<file path="config.mk">
export PLATFORM = sky130hd
export DESIGN_NAME = flash_op_sequencer
export DESIGN_NICKNAME = d
export VERILOG_FILES = /design/src/rtl/flash_ctrl_pkg.sv /design/src/rtl/flash_op_sequencer.sv
export SDC_FILE = /design/constraint.sdc
export NUM_CORES = 1
export LEC_CHECK = 0
export BUFFER_PORTS_ARGS = -buffer_cell sky130_fd_sc_hd__clkbuf_2
export CORE_MARGIN = 2
export CORE_UTILIZATION = 25
export CTS_BUF_LIST = sky130_fd_sc_hd__clkbuf_4 sky130_fd_sc_hd__clkbuf_8
export CTS_CLUSTER_DIAMETER = 120
export DETAILED_ROUTE_END_ITERATION = 10
export PLACE_DENSITY_LB_ADDON = 0.12
export SYNTH_ARGS = -nofsm -noshare
export SYNTH_HDL_FRONTEND = slang
export SYNTH_SLANG_ARGS = --single-unit
</file>
<file path="constraint.sdc">
create_clock -name clk_i -period 9.7 [get_ports clk_i]
set_input_delay 0.485 -clock clk_i [delete_from_list [all_inputs] [get_ports clk_i]]
set_output_delay 0.485 -clock clk_i [all_outputs]
set_load 0.005 [all_outputs]
</file>
<file path="src/rtl/flash_ctrl_pkg.sv">
// Shared types for the flash controller: operation codes, sequencer states and
// the default command watchdog length.
package flash_ctrl_pkg;

  typedef enum logic [1:0] {
    FlashOpRead    = 2'd0,
    FlashOpProg    = 2'd1,
    FlashOpPgErase = 2'd2,
    FlashOpBkErase = 2'd3
  } flash_op_e;

  typedef enum logic [2:0] {
    SeqIdle      = 3'd0,
    SeqInitWait  = 3'd1,
    SeqProgFetch = 3'd2,
    SeqIssue     = 3'd3,
    SeqRdOut     = 3'd4,
    SeqFinish    = 3'd5
  } seq_state_e;

  localparam int unsigned TimeoutCycDefault = 4096;

  // Program ops need a data word in hand before the first command goes out.
  function automatic seq_state_e first_cmd_state(input flash_op_e op);
    return (op == FlashOpProg) ? SeqProgFetch : SeqIssue;
  endfunction

  function automatic logic is_erase(input flash_op_e op);
    return (op == FlashOpPgErase) || (op == FlashOpBkErase);
  endfunction

endpackage

</file>
<file path="src/rtl/flash_op_sequencer.sv">
// Splits one software flash operation into single-word flash commands, streaming
// program data in and read data out, with a per-command completion watchdog.
//
// state        | meaning
// SeqIdle      | waiting for op_start_i
// SeqInitWait  | op latched, flash still initialising
// SeqProgFetch | waiting for the next program word
// SeqIssue     | command on the flash port, waiting for its done pulse
// SeqRdOut     | read word presented, waiting for the consumer
// SeqFinish    | one-cycle op_done_o
module flash_op_sequencer
  import flash_ctrl_pkg::*;
#(
  parameter int unsigned AddrW      = 16,
  parameter int unsigned DataWidth  = 32,
  parameter int unsigned CntW       = 12,
  parameter int unsigned TimeoutCyc = TimeoutCycDefault
) (
  input  logic                 clk_i,
  input  logic                 rst_i,
  input  logic                 op_start_i,
  input  logic [1:0]           op_type_i,
  input  logic [AddrW-1:0]     op_addr_i,
  input  logic [CntW-1:0]      op_num_words_i,
  output logic                 op_busy_o,
  output logic                 op_done_o,
  output logic                 op_err_o,
  input  logic [DataWidth-1:0] prog_data_i,
  input  logic                 prog_valid_i,
  output logic                 prog_ready_o,
  output logic [DataWidth-1:0] rd_data_o,
  output logic                 rd_valid_o,
  input  logic                 rd_ready_i,
  output logic                 flash_req_o,
  output logic                 flash_rd_o,
  output logic                 flash_prog_o,
  output logic                 flash_pg_erase_o,
  output logic                 flash_bk_erase_o,
  output logic [AddrW-1:0]     flash_addr_o,
  output logic [DataWidth-1:0] flash_prog_data_o,
  input  logic                 flash_rd_done_i,
  input  logic                 flash_prog_done_i,
  input  logic                 flash_erase_done_i,
  input  logic [DataWidth-1:0] flash_rd_data_i,
  input  logic                 flash_init_busy_i
);

  localparam int unsigned TmrW = (TimeoutCyc > 1) ? $clog2(TimeoutCyc) : 1;
  localparam logic [TmrW-1:0] TmrLast = TmrW'(TimeoutCyc - 1);

  seq_state_e           r_state, w_state_n;
  flash_op_e            r_type, w_type_n;
  logic [AddrW-1:0]     r_base, w_base_n;
  logic [CntW-1:0]      r_count, w_count_n;
  logic [CntW-1:0]      r_idx, w_idx_n;
  logic [DataWidth-1:0] r_prog_data, w_prog_data_n;
  logic [DataWidth-1:0] r_rd_data, w_rd_data_n;
  logic [TmrW-1:0]      r_timer;
  logic                 w_timeout;
  logic                 w_cmd_done;

  logic r_busy, r_done, r_err, r_prog_ready, r_rd_valid;
  logic r_req, r_cmd_rd, r_cmd_prog, r_cmd_pg_erase, r_cmd_bk_erase;
  logic [AddrW-1:0] r_addr;

  // Program commands ignore rd_done: the macro reads the word before programming it.
  always_comb begin
    unique case (r_type)
      FlashOpRead: w_cmd_done = flash_rd_done_i;
      FlashOpProg: w_cmd_done = flash_prog_done_i;
      default:     w_cmd_done = flash_erase_done_i;
    endcase
  end

  always_comb begin
    w_state_n     = r_state;
    w_type_n      = r_type;
    w_base_n      = r_base;
    w_count_n     = r_count;
    w_idx_n       = r_idx;
    w_prog_data_n = r_prog_data;
    w_rd_data_n   = r_rd_data;
    w_timeout     = 1'b0;
    unique case (r_state)
      SeqIdle: begin
        if (op_start_i) begin
          w_type_n  = flash_op_e'(op_type_i);
          w_base_n  = op_addr_i;
          w_count_n = op_num_words_i;
          w_idx_n   = '0;
          w_state_n = flash_init_busy_i ? SeqInitWait : first_cmd_state(w_type_n);
        end
      end
      SeqInitWait: begin
        if (!flash_init_busy_i) w_state_n = first_cmd_state(r_type);
      end
      SeqProgFetch: begin
        if (prog_valid_i && r_prog_ready) begin
          w_prog_data_n = prog_data_i;
          w_state_n     = SeqIssue;
        end
      end
      SeqIssue: begin
        if (w_cmd_done) begin
          if (r_type == FlashOpRead) begin
            w_rd_data_n = flash_rd_data_i;
            w_state_n   = SeqRdOut;
          end else if (r_type == FlashOpProg && r_idx != r_count) begin
            w_idx_n   = r_idx + CntW'(1);
            w_state_n = SeqProgFetch;
          end else begin
            w_state_n = SeqFinish;
          end
        end else if (r_timer == TmrLast) begin
          w_timeout = 1'b1;
          w_state_n = SeqIdle;
        end
      end
      SeqRdOut: begin
        if (r_rd_valid && rd_ready_i) begin
          if (r_idx == r_count) begin
            w_state_n = SeqFinish;
          end else begin
            w_idx_n   = r_idx + CntW'(1);
            w_state_n = SeqIssue;
          end
        end
      end
      SeqFinish: w_state_n = SeqIdle;
      default:   w_state_n = SeqIdle;
    endcase
  end

  // Every output is a register loaded from the next state, so it changes only on state edges.
  always_ff @(posedge clk_i or posedge rst_i) begin
    if (rst_i) begin
      r_state        <= SeqIdle;
      r_type         <= FlashOpRead;
      r_base         <= '0;
      r_count        <= '0;
      r_idx          <= '0;
      r_prog_data    <= '0;
      r_rd_data      <= '0;
      r_timer        <= '0;
      r_busy         <= 1'b0;
      r_done         <= 1'b0;
      r_err          <= 1'b0;
      r_prog_ready   <= 1'b0;
      r_rd_valid     <= 1'b0;
      r_req          <= 1'b0;
      r_cmd_rd       <= 1'b0;
      r_cmd_prog     <= 1'b0;
      r_cmd_pg_erase <= 1'b0;
      r_cmd_bk_erase <= 1'b0;
      r_addr         <= '0;
    end else begin
      r_state        <= w_state_n;
      r_type         <= w_type_n;
      r_base         <= w_base_n;
      r_count        <= w_count_n;
      r_idx          <= w_idx_n;
      r_prog_data    <= w_prog_data_n;
      r_rd_data      <= w_rd_data_n;
      r_timer        <= (r_state == SeqIssue && w_state_n == SeqIssue) ? r_timer + TmrW'(1) : '0;
      r_busy         <= (w_state_n != SeqIdle);
      r_done         <= (w_state_n == SeqFinish) || w_timeout;
      r_err          <= w_timeout;
      r_prog_ready   <= (w_state_n == SeqProgFetch);
      r_rd_valid     <= (w_state_n == SeqRdOut);
      r_req          <= (w_state_n == SeqIssue);
      r_cmd_rd       <= (w_state_n == SeqIssue) && (w_type_n == FlashOpRead);
      r_cmd_prog     <= (w_state_n == SeqIssue) && (w_type_n == FlashOpProg);
      r_cmd_pg_erase <= (w_state_n == SeqIssue) && (w_type_n == FlashOpPgErase);
      r_cmd_bk_erase <= (w_state_n == SeqIssue) && (w_type_n == FlashOpBkErase);
      r_addr         <= is_erase(w_type_n) ? w_base_n : w_base_n + AddrW'(w_idx_n);
    end
  end

  assign op_busy_o         = r_busy;
  assign op_done_o         = r_done;
  assign op_err_o          = r_err;
  assign prog_ready_o      = r_prog_ready;
  assign rd_data_o         = r_rd_data;
  assign rd_valid_o        = r_rd_valid;
  assign flash_req_o       = r_req;
  assign flash_rd_o        = r_cmd_rd;
  assign flash_prog_o      = r_cmd_prog;
  assign flash_pg_erase_o  = r_cmd_pg_erase;
  assign flash_bk_erase_o  = r_cmd_bk_erase;
  assign flash_addr_o      = r_addr;
  assign flash_prog_data_o = r_prog_data;

endmodule

</file>
==> flow_metrics.py <==
metrics = {
    "outcome": {
        "status": "finished, final reports clean",
    },
    "sta": {
        "fin_crit_sh_pct": 41.6,
        "clock.fmax_ghz": 0.248,
        "clock_skew_ps": 18.5,
        "fin_setup_tns_ps": 0,
        "worst_pin_slew_ps": 977,
        "hold_violations": 0,
        "maxSlewHeadroom_pct": 34.8,
        "rsz0062_at_grt": "no",
        "min_period_ps": 4040,
        "holdWs_ps": 138,
        "slew_violations": 0,
        "worst_slack_ps": 5660,
        "setup_viol": 0,
    },
    "global_route": {
        "busiest_layer": "met2",
        "grt_util_met1_pct": 16.0,
        "grt_pass1_wl_um": 28000,
        "grt_pass1_vias": 5079,
        "grt_util_met3_pct": 3.95,
        "antenna_found_initial": 0,
        "grt_max_degree": 76,
        "met2_usage_pct": 21.4,
        "grt_usage_pct": 12.7,
        "grt_overflow": 0,
    },
    "clock_tree": {
        "htree_levels": 4,
        "cts.sinks": 147,
        "cts_max_path_buffers": 2,
        "clock_latency_ps": 450,
        "root_buffer": "clkbuf_8",
        "cts_resized": 0,
        "holdBufCountCts": 0,
        "cts_tree": "yes",
        "clk_pin_slew_ps": 100,
        "cts_inserted_buffers": 17,
        "post_cts_buffers": 0,
    },
    "route": {
        "wl_per_cell_um": 16.1,
        "vias_per_cell": 4.49,
        "ant_nets": 0,
        "drt_wl_total_um": 17700,
        "first_iter_violations": 304,
        "first_pass_iters": 4,
        "drc": 0,
        "vias": 4943,
    },
    "synth": {
        "synth_top_area_share_pct": 54.3,
        "ys_seq_area_share_pct": 54.3,
        "synth_area_um2": 6780,
        "ys_top_cells_by_area": "dfrtp_1, mux2_2, xor2_1",
        "synth_edf_count": 0,
        "avgSynthCellArea_um2": 12.3,
        "syn_nets": 668,
        "yosysMostFrequentCell": "dfrtp_1",
        "ys_types": 64,
        "yosysTopAreaCell": "dfrtp_1",
        "async_flop_share_pct": 100,
        "syn_inst": 550,
        "ys_warn_count": 0,
        "synth-seq-cells": 147,
        "ys.flop_type": "dfrtp_1",
        "synth_common_cells": "dfrtp_1, mux2_2, nor2_1",
    },
    "critical_path": {
        "path_max_fanout": 10,
        "crit_type": "reg2reg",
        "rrSetupSlack_ps": 5660,
        "r2r-end": "flash_addr_o[10]",
        "endpoint_kind": "flip-flop",
        "cp.required_ps": 10040,
        "critPathArrivalTime_ps": 4370,
        "cp-start-kind": "flip-flop",
        "worst_r2r_path_depth": 13,
        "rr_startpoint": "r_idx[2]",
    },
    "layout": {
        "fillers": 2709,
        "drive_above_1_share_pct": 42.6,
        "final_nets": 865,
        "stdcell_area_um2": 8520,
        "num_antenna_cells": 0,
        "areaGrowthSynthToFinish_pct": 25.8,
        "fin_cells": 1101,
    },
    "power_and_ir_drop": {
        "p_sw_share_pct": 37.4,
        "powerDensity_nw_per_um2": 293,
        "seq_power_share_pct": 40.6,
        "p_int_uw": 1560,
        "switchingPower_uw": 933,
        "p_clk_share_pct": 19.6,
        "pwr-share-comb_pct": 39.7,
        "ir_worst_vdd_v": 0.000108,
        "power_leakage_uw": 0.00405,
    },
    "die": {
        "core_region_area_um2": 26800,
        "die_area_um2": 28400,
        "die_y_um": 169,
        "fp-row-count": 60,
        "io_pins": 193,
        "start_util_pct": 25.3,
        "die_w_um": 169,
    },
    "hold_path": {
        "hold_class": "in2async",
    },
    "placed_design": {
        "dp_hpwl_um": 13400,
        "dp_cells": 1069,
        "gp_congestion": 0.834,
        "place_ws_ps": 5690,
        "port_buffers": 192,
        "place_area_um2": 8130,
    },
    "flow_run": {
        "drv_cap": 0,
    },
}
## cell families after synthesis
logic type / count (synthesis) / synth area share (%)
DFF: 147 / 54.3
adders and majority gates: 15 / 2.88
AOI/OAI and AO/OA: 91 / 9.56
and+or+nand+nor: 129 / 10.8
buffers and inverters: 39 / 2.36
muxes: 95 / 15.7
xor gates and xnor gates: 34 / 4.39
## worst max path at each step
stage              from          endpoint  slack, ps  depth (start not counted)
2_1_floorplan     rst_i   flash_addr_o[0]       5260                          1
3_5_place_dp   r_idx[2]  flash_addr_o[10]       5690                         13
5_1_grt        r_idx[2]  flash_addr_o[10]       5390                         13
6_report       r_idx[2]  flash_addr_o[10]       5660                         13
4_1_cts        r_idx[2]  flash_addr_o[10]       5670                         13
3_3_place_gp   r_idx[2]  flash_addr_o[10]       5770                         13
## layer usage
layer / wire length, um / vias up / part of all wire [%]
li1: - / 2365 / -
met4: 131 / 0 / 0.74
met3: 1190 / 11 / 6.7
met2: 8450 / 174 / 48
met1: 7940 / 2393 / 45
met5: 0 / - / 0
## critical path, cell delays in order, from the launching register on
cell	delay (ps)
dfrtp_1	490
xor2_1	260
nor4_4	110
a31oi_1	390
o22a_1	440
a31oi_1	190
ha_1	260
fa_1	410
a21oi_1	200
o211ai_1	190
o221a_2	290
o21a_1	180
or4_1	410
o211a_1	120
## state kept, by name, summed over array words and instances, names as in the netlist, 2 cells and up
signal             cells
r_state                3
r_type                 2
flash_prog_data_o     32
r_count               12
r_timer               12
rd_data_o             32
flash_addr_o          16
r_idx                 12
r_base                16
## cell type report
class / count / area [um^2] / share of cell area, %
sequential: 147 / 3680 / 43.2
multi-input combinational: 364 / 2940 / 34.5
timing repair buffer: 198 / 1010 / 11.8
tap: 341 / 427 / 5.01
clock buffer: 17 / 234 / 2.75
clock inverter: 15 / 164 / 1.92
inverter: 19 / 76.3 / 0.895
## metrics by stage
step,power [uW],utilization [%]
detailed placement,2040,30.3
finish,2500,31.8
global route,2700,31.8
floorplan,1650,-
global placement,2030,30.3
CTS,2550,31.8
## layout by cell type, fill, tap and decap left out, drive strengths merged, types with 4 or more instances in the layout
cell    Yosys  layout
nand4       4       4
buf        11       6
and3        7       7
a21o        5       5
a41oi       7       7
mux2       90      90
nor2       45      45
clkbuf      9     209
nand2      24      24
nand3      13      13
mux2i       5       5
ha         14      14
nor4        6       6
or2         4       4
o21a        5       5
a21oi      26      26
inv        19      27
o211ai      7       7
nor3        7       7
o21ai      11      11
xor2       21      21
a31oi       7       7
xnor2      13      13
dfrtp     147     147
clkinv      0       4
## power by group through the flow
stage | Sequential, uW | Combinational, uW | Clock (uW)
after global placement | 1030 | 1000 | 0
after global routing | 1050 | 1110 | 541
after detailed placement | 1030 | 1010 | 0
after CTS | 1020 | 1020 | 516
after floorplan | 1000 | 644 | 0
final | 1010 | 992 | 490
No activity file was read; power rests on OpenSTA's default activity.
